File: config.mk
export PLATFORM = sky130hd
export DESIGN_NAME = edge_event_unit
export DESIGN_NICKNAME = d
export VERILOG_FILES = /design/src/rtl/edge_pkg.sv /design/src/rtl/edge_chan.sv /design/src/rtl/edge_event_unit.sv
export SDC_FILE = /design/constraint.sdc
export NUM_CORES = 1
export LEC_CHECK = 0
export CAP_MARGIN = 20
export CORE_MARGIN = 1.5
export CORE_UTILIZATION = 45
export CTS_CLUSTER_DIAMETER = 100
export DETAILED_ROUTE_END_ITERATION = 10
export PLACE_DENSITY = 0.76
export SETUP_SLACK_MARGIN = 0.2
export SLEW_MARGIN = 20
export SYNTH_ARGS = -nofsm -noshare
export SYNTH_HDL_FRONTEND = slang
export SYNTH_SLANG_ARGS = --single-unit
File: constraint.sdc
create_clock -name clk -period 5.7 [get_ports clk]
set_clock_uncertainty 0.05 [all_clocks]
set_input_delay 0.855 -clock clk [delete_from_list [all_inputs] [get_ports clk]]
set_output_delay 0.855 -clock clk [all_outputs]
set_load 0.005 [all_outputs]
File: src/rtl/edge_pkg.sv
// Shared mode encoding for the multi-channel edge-event detector.
package edge_pkg;

    typedef logic [1:0] edge_mode_t;

    localparam edge_mode_t MODE_OFF  = 2'b00;
    localparam edge_mode_t MODE_RISE = 2'b01;
    localparam edge_mode_t MODE_FALL = 2'b10;
    localparam edge_mode_t MODE_BOTH = 2'b11;

    // Bit 0 of the mode enables rising edges.
    function automatic logic mode_has_rise(input edge_mode_t mode);
        return mode[0];
    endfunction

    // Bit 1 of the mode enables falling edges.
    function automatic logic mode_has_fall(input edge_mode_t mode);
        return mode[1];
    endfunction

endpackage

File: src/rtl/edge_chan.sv
// One channel: synchroniser, glitch filter, edge detector, sticky flag
// and saturating event counter.
module edge_chan
    import edge_pkg::*;
#(
    parameter int SYNC_STAGES = 2,
    parameter int FILT_W      = 4,
    parameter int CNT_W       = 8
) (
    input  logic              clk,
    input  logic              reset_n,
    input  logic              sig_in,
    input  edge_mode_t        mode,
    input  logic [FILT_W-1:0] filt_len,
    input  logic              clr,
    output logic              rise_pulse,
    output logic              fall_pulse,
    output logic              sticky,
    output logic [CNT_W-1:0]  evt_cnt
);

    localparam logic [CNT_W-1:0]  CNT_MAX  = '1;
    localparam logic [CNT_W-1:0]  CNT_ONE  = CNT_W'(1);
    localparam logic [FILT_W-1:0] FILT_ONE = FILT_W'(1);

    logic [SYNC_STAGES-1:0] sync_q;
    logic                   s;
    logic                   stable;
    logic [FILT_W-1:0]      fcnt;
    logic                   expire;
    logic                   rise_qual;
    logic                   fall_qual;
    logic                   evt;

    assign s = sync_q[SYNC_STAGES-1];

    // A lowered filt_len can leave fcnt above it, so ">=" rather than "=="
    // guarantees the filter still expires.
    assign expire    = (s != stable) && (fcnt >= filt_len);
    assign rise_qual = expire &&  s && mode_has_rise(mode);
    assign fall_qual = expire && !s && mode_has_fall(mode);
    assign evt       = rise_qual || fall_qual;

    // Plain shift register synchroniser, nothing between the stages.
    always_ff @(posedge clk or negedge reset_n) begin
        // NOTE: state flops use non-blocking assignments so every flop samples
        // pre-edge values, independent of block ordering.
        if (!reset_n) sync_q <= '0;
        else          sync_q <= {sync_q[SYNC_STAGES-2:0], sig_in};
    end

    // Glitch filter: accept a new level after it persists filt_len+1 cycles.
    always_ff @(posedge clk or negedge reset_n) begin
        if (!reset_n) begin
            stable <= 1'b0;
            fcnt   <= '0;
        end else if (s == stable) begin
            fcnt   <= '0;
        end else if (expire) begin
            stable <= s;
            fcnt   <= '0;
        end else begin
            fcnt   <= fcnt + FILT_ONE;
        end
    end

    // Registered one-cycle pulses, high in the cycle stable changes.
    always_ff @(posedge clk or negedge reset_n) begin
        if (!reset_n) begin
            rise_pulse <= 1'b0;
            fall_pulse <= 1'b0;
        end else begin
            rise_pulse <= rise_qual;
            fall_pulse <= fall_qual;
        end
    end

    // Sticky flag and saturating counter; a qualified edge beats clr.
    always_ff @(posedge clk or negedge reset_n) begin
        if (!reset_n) begin
            sticky  <= 1'b0;
            evt_cnt <= '0;
        end else if (evt) begin
            sticky <= 1'b1;
            if (clr)                   evt_cnt <= CNT_ONE;
            else if (evt_cnt != CNT_MAX) evt_cnt <= evt_cnt + CNT_ONE;
        end else if (clr) begin
            sticky  <= 1'b0;
            evt_cnt <= '0;
        end
    end

endmodule

File: src/rtl/edge_event_unit.sv
// Multi-channel edge-event detector: replicates edge_chan per channel,
// packs the per-channel results and ORs the sticky flags into irq.
module edge_event_unit
    import edge_pkg::*;
#(
    parameter int N_CH        = 4,
    parameter int SYNC_STAGES = 2,
    parameter int FILT_W      = 4,
    parameter int CNT_W       = 8
) (
    input  logic                  clk,
    input  logic                  reset_n,
    input  logic [N_CH-1:0]       sig_in,
    input  logic [2*N_CH-1:0]     mode,
    input  logic [FILT_W-1:0]     filt_len,
    input  logic [N_CH-1:0]       clr,
    output logic [N_CH-1:0]       rise_pulse,
    output logic [N_CH-1:0]       fall_pulse,
    output logic [N_CH-1:0]       sticky,
    output logic [N_CH*CNT_W-1:0] evt_cnt,
    output logic                  irq
);

    for (genvar i = 0; i < N_CH; i++) begin : g_chan
        edge_chan #(
            .SYNC_STAGES(SYNC_STAGES),
            .FILT_W     (FILT_W),
            .CNT_W      (CNT_W)
        ) u_chan (
            .clk       (clk),
            .reset_n   (reset_n),
            .sig_in    (sig_in[i]),
            .mode      (edge_mode_t'(mode[2*i +: 2])),
            .filt_len  (filt_len),
            .clr       (clr[i]),
            .rise_pulse(rise_pulse[i]),
            .fall_pulse(fall_pulse[i]),
            .sticky    (sticky[i]),
            .evt_cnt   (evt_cnt[i*CNT_W +: CNT_W])
        );
    end

    // irq is sourced purely from sticky flops, so it cannot glitch on inputs.
    assign irq = |sticky;

endmodule

== After elaboration in Yosys (flattened, before gate mapping) ==
Cells that the tools add are included.
Widths: inputs -> output; s select.

* $lt $le $gt $ge: 4
* Bitwise operators: 4
* $add $sub $neg: 8
* Reduce and logical (&&, ||, !) cells: 45
* Mux-type cells: 32
* Equality and inequality tests: 12

{| class="wikitable"
|+ Operators with widths
! kind !! count
|-
| $mux 8 || 16
|-
| $add 8x1->8 const B || 4
|-
| $mux 4 || 8
|-
| $ne 8x8->1 const B || 4
|-
| $logic_and 1x1->1 || 20
|-
| $add 4x1->4 const B || 4
|-
| $ge 4x4->1 || 4
|-
| $reduce_and 2->1 || 8
|-
| $reduce_bool 2->1 || 8
|-
| $mux 1 || 8
|-
| $eq 1x1->1 || 4
|-
| $logic_not 1->1 || 4
|-
| $logic_or 1x1->1 || 4
|-
| $ne 1x1->1 || 4
|-
| $not 1->1 || 4
|-
| $reduce_or 4->1 || 1
|}

* Input bits: 22
* Output and inout bits: 45
* Register bits after elaboration: 72
* Logic and storage cells: 133

== Logic depth before layout (Yosys ltp) ==
Gate-level depths: netlist of run 1.

* Depth after elaboration: 7
* Mapped depth: 8
* Depth with buffers taken out: 7

== Hierarchy ==
A second synthesis of run 1 with hierarchy kept.

* Cell total of the unflattened synthesis: 357
* Area, all modules: 3656.0 um^2

{| class="wikitable"
|+ By module, submodules not included
! module !! area an instance (um^2) !! sequential area each (um^2) !! cells each !! instances
|-
| edge_chan || 912.1 || 450.4 || 89 || 4
|-
| edge_event_unit || 7.5 || 0.0 || 1 || 1
|}

== Worst setup path before layout of run 1 ==
Ideal clock, no wire load.

* Path type: input -> register
* From: in filt_len[1]
* To: reg g_chan[3].u_chan.evt_cnt[5]
* Data required time: 5.525 ns
* Data arrival time: 2.399 ns
* Path slack: 3.127 ns
* Stages on the path: 7
* Cells stage by stage: inv_1 > ha_1 > o21ai_0 > a221o_1 > buf_2 > nor4_1 > mux2_2

* Word-level cells in the longest chain between the ends: 7
* Elaborated cells between the ends (all ways): 10

{| class="wikitable"
|+ RTL lines
! item !! RTL line !! text
|-
| start, declared || edge_event_unit.sv:15 || <nowiki>input logic [FILT_W-1:0] filt_len,</nowiki>
|-
| $ge 4x4->1 (*) || edge_chan.sv:39 || <nowiki>assign expire = (s != stable) && (fcnt >= filt_len);</nowiki>
|-
| $logic_and 1x1->1 (*) || edge_chan.sv:39 ||
|-
| $logic_and 1x1->1, on equally long branches (2 in a row) || edge_chan.sv:40, edge_chan.sv:41 ||
|-
| $logic_or 1x1->1 (*) || edge_chan.sv:42 || <nowiki>assign evt = rise_qual || fall_qual;</nowiki>
|-
| $reduce_bool 2->1 (no line) || -- ||
|-
| $reduce_and 2->1 (no line) || -- ||
|-
| end signal, assigned || edge_chan.sv:86 || <nowiki>else if (evt_cnt != CNT_MAX) evt_cnt <= evt_cnt + CNT_ONE;</nowiki>
|-
| end, declared || edge_chan.sv:19 || <nowiki>output logic [CNT_W-1:0] evt_cnt</nowiki>
|}

Every way passes the cells marked *; elsewhere a longest branch is shown, timed or not.
A chain may end at the register's enable or synchronous reset.

== Worst setup path after layout of run 1 ==
* From: in filt_len[0]
* To: reg g_chan[2].u_chan.evt_cnt[5]

* Word-level cells in the longest chain between the ends: 7
* Elaborated cells between the ends (all ways): 10

{| class="wikitable"
|+ RTL lines
! item !! RTL line
|-
| $ge 4x4->1 (*) || edge_chan.sv:39
|-
| $logic_and 1x1->1 (*) || edge_chan.sv:39
|-
| $logic_and 1x1->1, on equally long branches (2 in a row) || edge_chan.sv:40, edge_chan.sv:41
|-
| $logic_or 1x1->1 (*) || edge_chan.sv:42
|-
| $reduce_bool 2->1 (no line) || --
|-
| $reduce_and 2->1 (no line) || --
|-
| end signal, assigned || edge_chan.sv:86
|-
| end, declared || edge_chan.sv:19
|}

Marked as above.

==> results.toml, run 1 <==
[power_and_ir_drop]
seq_power_share_pct = 47.9
powerDensity_nw_per_um2 = 286.1
power_frac_comb_pct = 22.4
p_switching_mw = 0.3823
leakage_nw = 1.923
internal_power_mw = 0.9267
ir_drop_mv = 0.1367
clkPwrFrac_pct = 29.8
swShare_pct = 29.21

[die]
core_area_um2 = 8134
pin_count = 67
rows = 33
initial_core_util_pct = 46.09
chipHeight_um = 94.27
die_w_um = 94.27
dieArea_um2 = 8887

[cells_and_area]
synthToLayoutAreaGrowth_pct = 22.06
finalCoreUtilization_pct = 56.25
drive_above_1_share_pct = 6.604
antenna_cells_inserted = 0
fillerInstances = 742
fin_nets = 466
regArea_um2 = 1802
multi_input_area_um2 = 1730

[timing]
tns_ps = 0
slew_headroom_pct = 40.05
tightest_slew_ps = 899.3
fmax_mhz = 342.4
worst_slack_ps = 2779
setup_violations = 0
timing.final.crit_period_ps = 2921
slew_viol_final = 0
hold_viol = 0
rsz0062_at_grt = "no"
min_period_over_period_pct = 51.24

[clock_network]
cts_resized = 0
numCtsBuffers = 9
cts_setup_buffers = 0
cts_hold_buf = 0
clockBufferDepth = 2
clkLatencyLatePin_ps = 340
htreeDepth = 3
root_buffer = "clkbuf_8"
cts.clk_slew.worst_paths_ps = 70
cts_tree = "yes"
cts_num_sinks = 72

[global_routing]
grt_pass1_wl_um = 12600
busiest_layer = "met2"
gr-usage-met1_pct = 22.34
antenna_found_initial = 0
grtUsageTotal_pct = 18.02
overflow = 0
gr-usage-met2_pct = 30.40
grt_pass1_vias = 2768
grt_max_degree = 73
gr-usage-met3_pct = 3.560

[logic_synthesis]
synthesis.area_um2 = 3749
yosysTopAreaCell = "dfrtp_1"
ys_warn_count = 0
synth_seq_area_share_pct = 48.06
synth_area_leaders = "dfrtp_1 48%, ha_1 8.0%, nor2_1 3.0%"
synth_fp_nets = 412
ys_ff_latch = 72
synth_top_area_share_pct = 48.06
syn_avg_cell_area_um2 = 10.24
ys_types = 42
synth_cells = 366

[detailed_routing]
wl_um = 7418
drtAntennaViolNets = 0
drc = 0
wire_per_inst_um = 14.02
dr.pass1.iters = 4
vias = 2914
vias_per_cell = 5.509
initialDrtViolationCount = 111

[worst_hold_path]
hp-class = "reg2reg"

[place]
gp_congestion = 0.7918
portBuffers = 66
dp_hpwl_um = 5309
dp_slack_ps = 2390

[setup_path]
critPathLaunchType = "primary input"
required_ps = 5870
critPathArrivalTime_ps = 3090
timing_worst_setup_path_type = "in2reg"
cp_max_fo = 13
cp-end-kind = "flip-flop"

[run]
max_cap_violations = 0

[run_status]
status = "finished, final reports clean"
[synth_stat cells]
cell,number
nand3b_1,11
clkbuf_1,5
a21o_1,1
and4_1,5
a221o_1,2
dfrtp_1,72
ha_1,24
a2111oi_1,3
o21a_1,4
o31ai_1,15
nor4_1,2
inv_1,18
nor4b_1,3
nor2b_1,5
or4_1,13
o311ai_0,1
a41oi_1,1
or2_2,3
xnor2_1,4
nand4_1,4
nand3_1,14
or3_4,3
and2_1,4
buf_1,2
o211ai_1,1
a31oi_1,2
buf_4,12
nand2_1,18
nor3_1,8
buf_2,2
o41ai_1,4
or3_1,6
nand2b_1,3
o21ai_0,14
a21oi_1,22
mux2_2,6
buf_6,2
a221oi_1,1
and3_1,7
nor2_1,30
and2_4,1
xor2_1,8
[worst max-delay path: stages]
cell and delay, ps:
clkdlybuf4s50_1 490, ha_1 320, nand2b_1 150, a2111oi_1 610, or3_4 310, nor4_1 80, mux2_2 280
[power groups by stage]
stage / clock (mW) / combinational [mW] / sequential, mW
after floorplan: 0 / 0.203 / 0.621
after detailed placement: 0 / 0.297 / 0.636
after global routing: 0.418 / 0.337 / 0.638
final: 0.389 / 0.293 / 0.626
after global placement: 0 / 0.281 / 0.631
after CTS: 0.402 / 0.299 / 0.626
[through the flow]
step / total power [mW] / hold WS, ps / cell area [um2] / instances
5_1_grt: 1.393 / 303.8 / 4576 / 529
4_1_cts: 1.327 / 300.6 / 4576 / 529
6_report: 1.309 / 299.1 / 4576 / 529
3_5_place_dp: 0.9328 / 284.7 / 4389 / 514
2_1_floorplan: 0.8239 / 281.2 / 3749 / 366
3_3_place_gp: 0.9120 / 283.0 / 4389 / 514
[final cells by class]
class,instances,area share (%)
clock buffer,11,3.090
clock inverter,4,0.9844
inverter,18,1.477
multi-input combinational,253,37.82
sequential,72,39.38
tap,105,2.871
timing repair buffer,66,14.38
[routing by layer]
metal	part of all wire, %	vias up
li1	-	1429
met1	45	1419
met2	50	57
met3	3.6	9
met4	1.6	0
met5	0	-
[state kept, by name, indices dropped and copies added (netlist names)]
register                  flops
g_chan.u_chan.evt_cnt        32
g_chan.u_chan.fcnt           16
g_chan.u_chan.sync_q          8
g_chan.u_chan.fall_pulse      4
g_chan.u_chan.rise_pulse      4
g_chan.u_chan.stable          4
g_chan.u_chan.sticky          4
[worst paths after layout]
path | start | endpoint | slack [ps] | cells past startpoint
worst min-delay path | g_chan[0].u_chan.sync_q[0] | g_chan[0].u_chan.sync_q[1] | 300 | 0
min in group asynchronous | reset_n | g_chan[3].u_chan.evt_cnt[2] | 590 | 1
max in group asynchronous | reset_n | g_chan[0].u_chan.sync_q[0] | 4430 | 1
worst min register to register | g_chan[0].u_chan.sync_q[0] | g_chan[0].u_chan.sync_q[1] | 300 | 0
worst max-delay path | filt_len[0] | g_chan[2].u_chan.evt_cnt[5] | 2780 | 7
worst max register to register | g_chan[2].u_chan.fcnt[0] | g_chan[2].u_chan.evt_cnt[5] | 3370 | 7
[logic make-up after synthesis]
logic type	share of synthesized area, %
flops	48.06
fa+ha+maj	8.011
simple gates	21.23
buf+inv	5.774
compound gates	12.32
xor+xnor	2.804
mux	1.802
[placed cells by master (no fill, tap or decap), types with 7 or more instances in the layout]
master / instances
a21oi_1: 22
xor2_1: 8
nand3_1: 14
ha_1: 24
and3_1: 7
o31ai_1: 15
clkdlybuf4s50_1: 65
nor3_1: 8
clkbuf_8: 10
nor2_1: 30
nand2_1: 18
nand3b_1: 11
or4_1: 13
o21ai_0: 14
inv_1: 18
dfrtp_1: 72
(Power assumes the default switching activity.)
==> run 2, diff against run 1 <==
==> constraint.sdc (replaced) <==
create_clock -name clk -period 3.05 [get_ports clk]
set_clock_uncertainty 0.05 [all_clocks]
set_input_delay 0.4575 -clock clk [delete_from_list [all_inputs] [get_ports clk]]
set_output_delay 0.4575 -clock clk [all_outputs]
set_load 0.005 [all_outputs]
==> results.toml, run 2 (synthesis gave the netlist of run 1 again) <==
[run_status]
status = "finished, final reports clean"

[timing]
tns_ps = 0
tightest_slew_ps = 905.7
slew_headroom_pct = 39.62
setup_violations = 0
timing.final.crit_period_ps = 2589
min_period_over_period_pct = 84.87
fmax_mhz = 386.3
rsz0062_at_grt = "no"
slew_viol_final = 0
hold_viol = 0

[clock_network]
cts.clk_slew.worst_paths_ps = 80
cts_setup_buffers = 0
cts_hold_buf = 0
clkLatencyLatePin_ps = 350
root_buffer = "clkbuf_8"
cts_resized = 0
clockBufferDepth = 2
cts_tree = "yes"
numCtsBuffers = 9
htreeDepth = 3
cts_num_sinks = 72

[detailed_routing]
vias = 2955
routed-wl-met3_um = 334
initialDrtViolationCount = 104
wl_met1_um = 3425
dr.pass1.iters = 4
wire_per_inst_um = 14.20
drtAntennaViolNets = 0
vias_per_cell = 5.575
top_layer = "met4"
drc = 0
wl_um = 7524
dr_wl_met2_um = 3660

[setup_path]
startpoint = "filt_len[0]"
cp_max_fo = 5
cpMaxStageDelayCell = "a2111oi_1"
critPathLaunchType = "primary input"
critPathArrivalTime_ps = 2770
required_ps = 3230
cp-end-kind = "flip-flop"
reg2reg_slack_ps = 710
reg2reg_depth = 6
timing_worst_setup_path_type = "in2reg"
slowest_delay_ps = 720
crit_chain = "clkdlybuf4s50_1 -> ha_1 -> nand2b_1 -> a2111oi_1 -> or2_2 -> mux2_2"
reg2reg_to = "g_chan[0].u_chan.stable"
reg2reg_from = "g_chan[0].u_chan.fcnt[0]"

[cells_and_area]
drive_above_1_share_pct = 6.353
synthToLayoutAreaGrowth_pct = 21.90
largest_register_ffs = 32
fin_nets = 466
regMostFlops = "g_chan.u_chan.evt_cnt"
fin_cells = 530
antenna_cells_inserted = 0
layout_common_cells = "72 x dfrtp_1, 65 x clkdlybuf4s50_1, 30 x nor2_1, 24 x ha_1, 22 x a21oi_1"
top_regs = "g_chan.u_chan.evt_cnt x32, g_chan.u_chan.fcnt x16, g_chan.u_chan.sync_q x8"
mostFrequentLayoutCell = "dfrtp_1"

[power_and_ir_drop]
ir_drop_mv = 0.2912
leakage_nw = 1.918
powerDensity_nw_per_um2 = 533.8

[die]
chipHeight_um = 94.27
dieArea_um2 = 8887
rows = 33
pin_count = 67
core_area_um2 = 8134
die_w_um = 94.27
initial_core_util_pct = 46.09

[place]
gp_congestion = 0.7918
dp_hpwl_um = 5324
dp.cells = 514
portBuffers = 66

[global_routing]
grt_max_degree = 73
grt_pass1_wl_um = 12890
grtUsageTotal_pct = 18.75
overflow = 0
antenna_found_initial = 0
grt_pass1_vias = 2869

[run]
max_cap_violations = 0

[worst_hold_path]
hp-class = "in2async"
## run 2: worst max-delay path: cells and delay by family
family	cells	cell delay [ps]
and+or+nand+nor	2	420
adders and majority gates	1	260
AOI/OAI and AO/OA	1	720
buffers and inverters	1	570
muxes	1	330
## run 2: metrics by stage
stage	setup WS (ps)	hold slack (ps)	util [%]	total power, mW	area, um2
after floorplan	874.2	111.9	-	1.540	3749
after global placement	244.2	283.2	53.96	1.704	4389
after detailed placement	128.1	287.3	53.96	1.746	4389
after CTS	485.5	226.2	56.18	2.466	4569
after global routing	360.4	269.1	56.18	2.598	4569
final	461.5	180.9	56.18	2.439	4569
## run 2: area by class of cell
| cell class | count | area, um2 |
|---|---|---|
| tap | 105 | 131.4 |
| inverter | 18 | 67.56 |
| fill | 729 | 3565 |
| timing repair buffer | 66 | 658.1 |
| multi-input combinational | 253 | 1730 |
| clock inverter | 4 | 45.04 |
| clock buffer | 12 | 135.1 |
| sequential | 72 | 1802 |
## run 2: power breakdown
part	internal, mW	switching [mW]	leakage, nW
sequential	1.06	0.107	0.968
combinational	0.277	0.275	0.856
clock	0.375	0.342	0.0941
## run 2: worst max path at each step
| stage | end | slack (ps) | cells after the start |
|---|---|---|---|
| 6_report | g_chan[0].u_chan.stable | 460 | 6 |
| 5_1_grt | g_chan[2].u_chan.evt_cnt[5] | 360 | 7 |
| 4_1_cts | g_chan[0].u_chan.stable | 490 | 6 |
| 3_5_place_dp | g_chan[0].u_chan.stable | 130 | 6 |
| 3_3_place_gp | g_chan[2].u_chan.evt_cnt[5] | 240 | 7 |
| 2_1_floorplan | g_chan[3].u_chan.evt_cnt[5] | 870 | 7 |
## run 2: per-layer routing
layer  global-route usage, %  up-vias
met5                       0        -
met3                   4.935        7
met1                   23.65     1428
li1                        -     1448
met2                   30.58       72
met4                   7.338        0
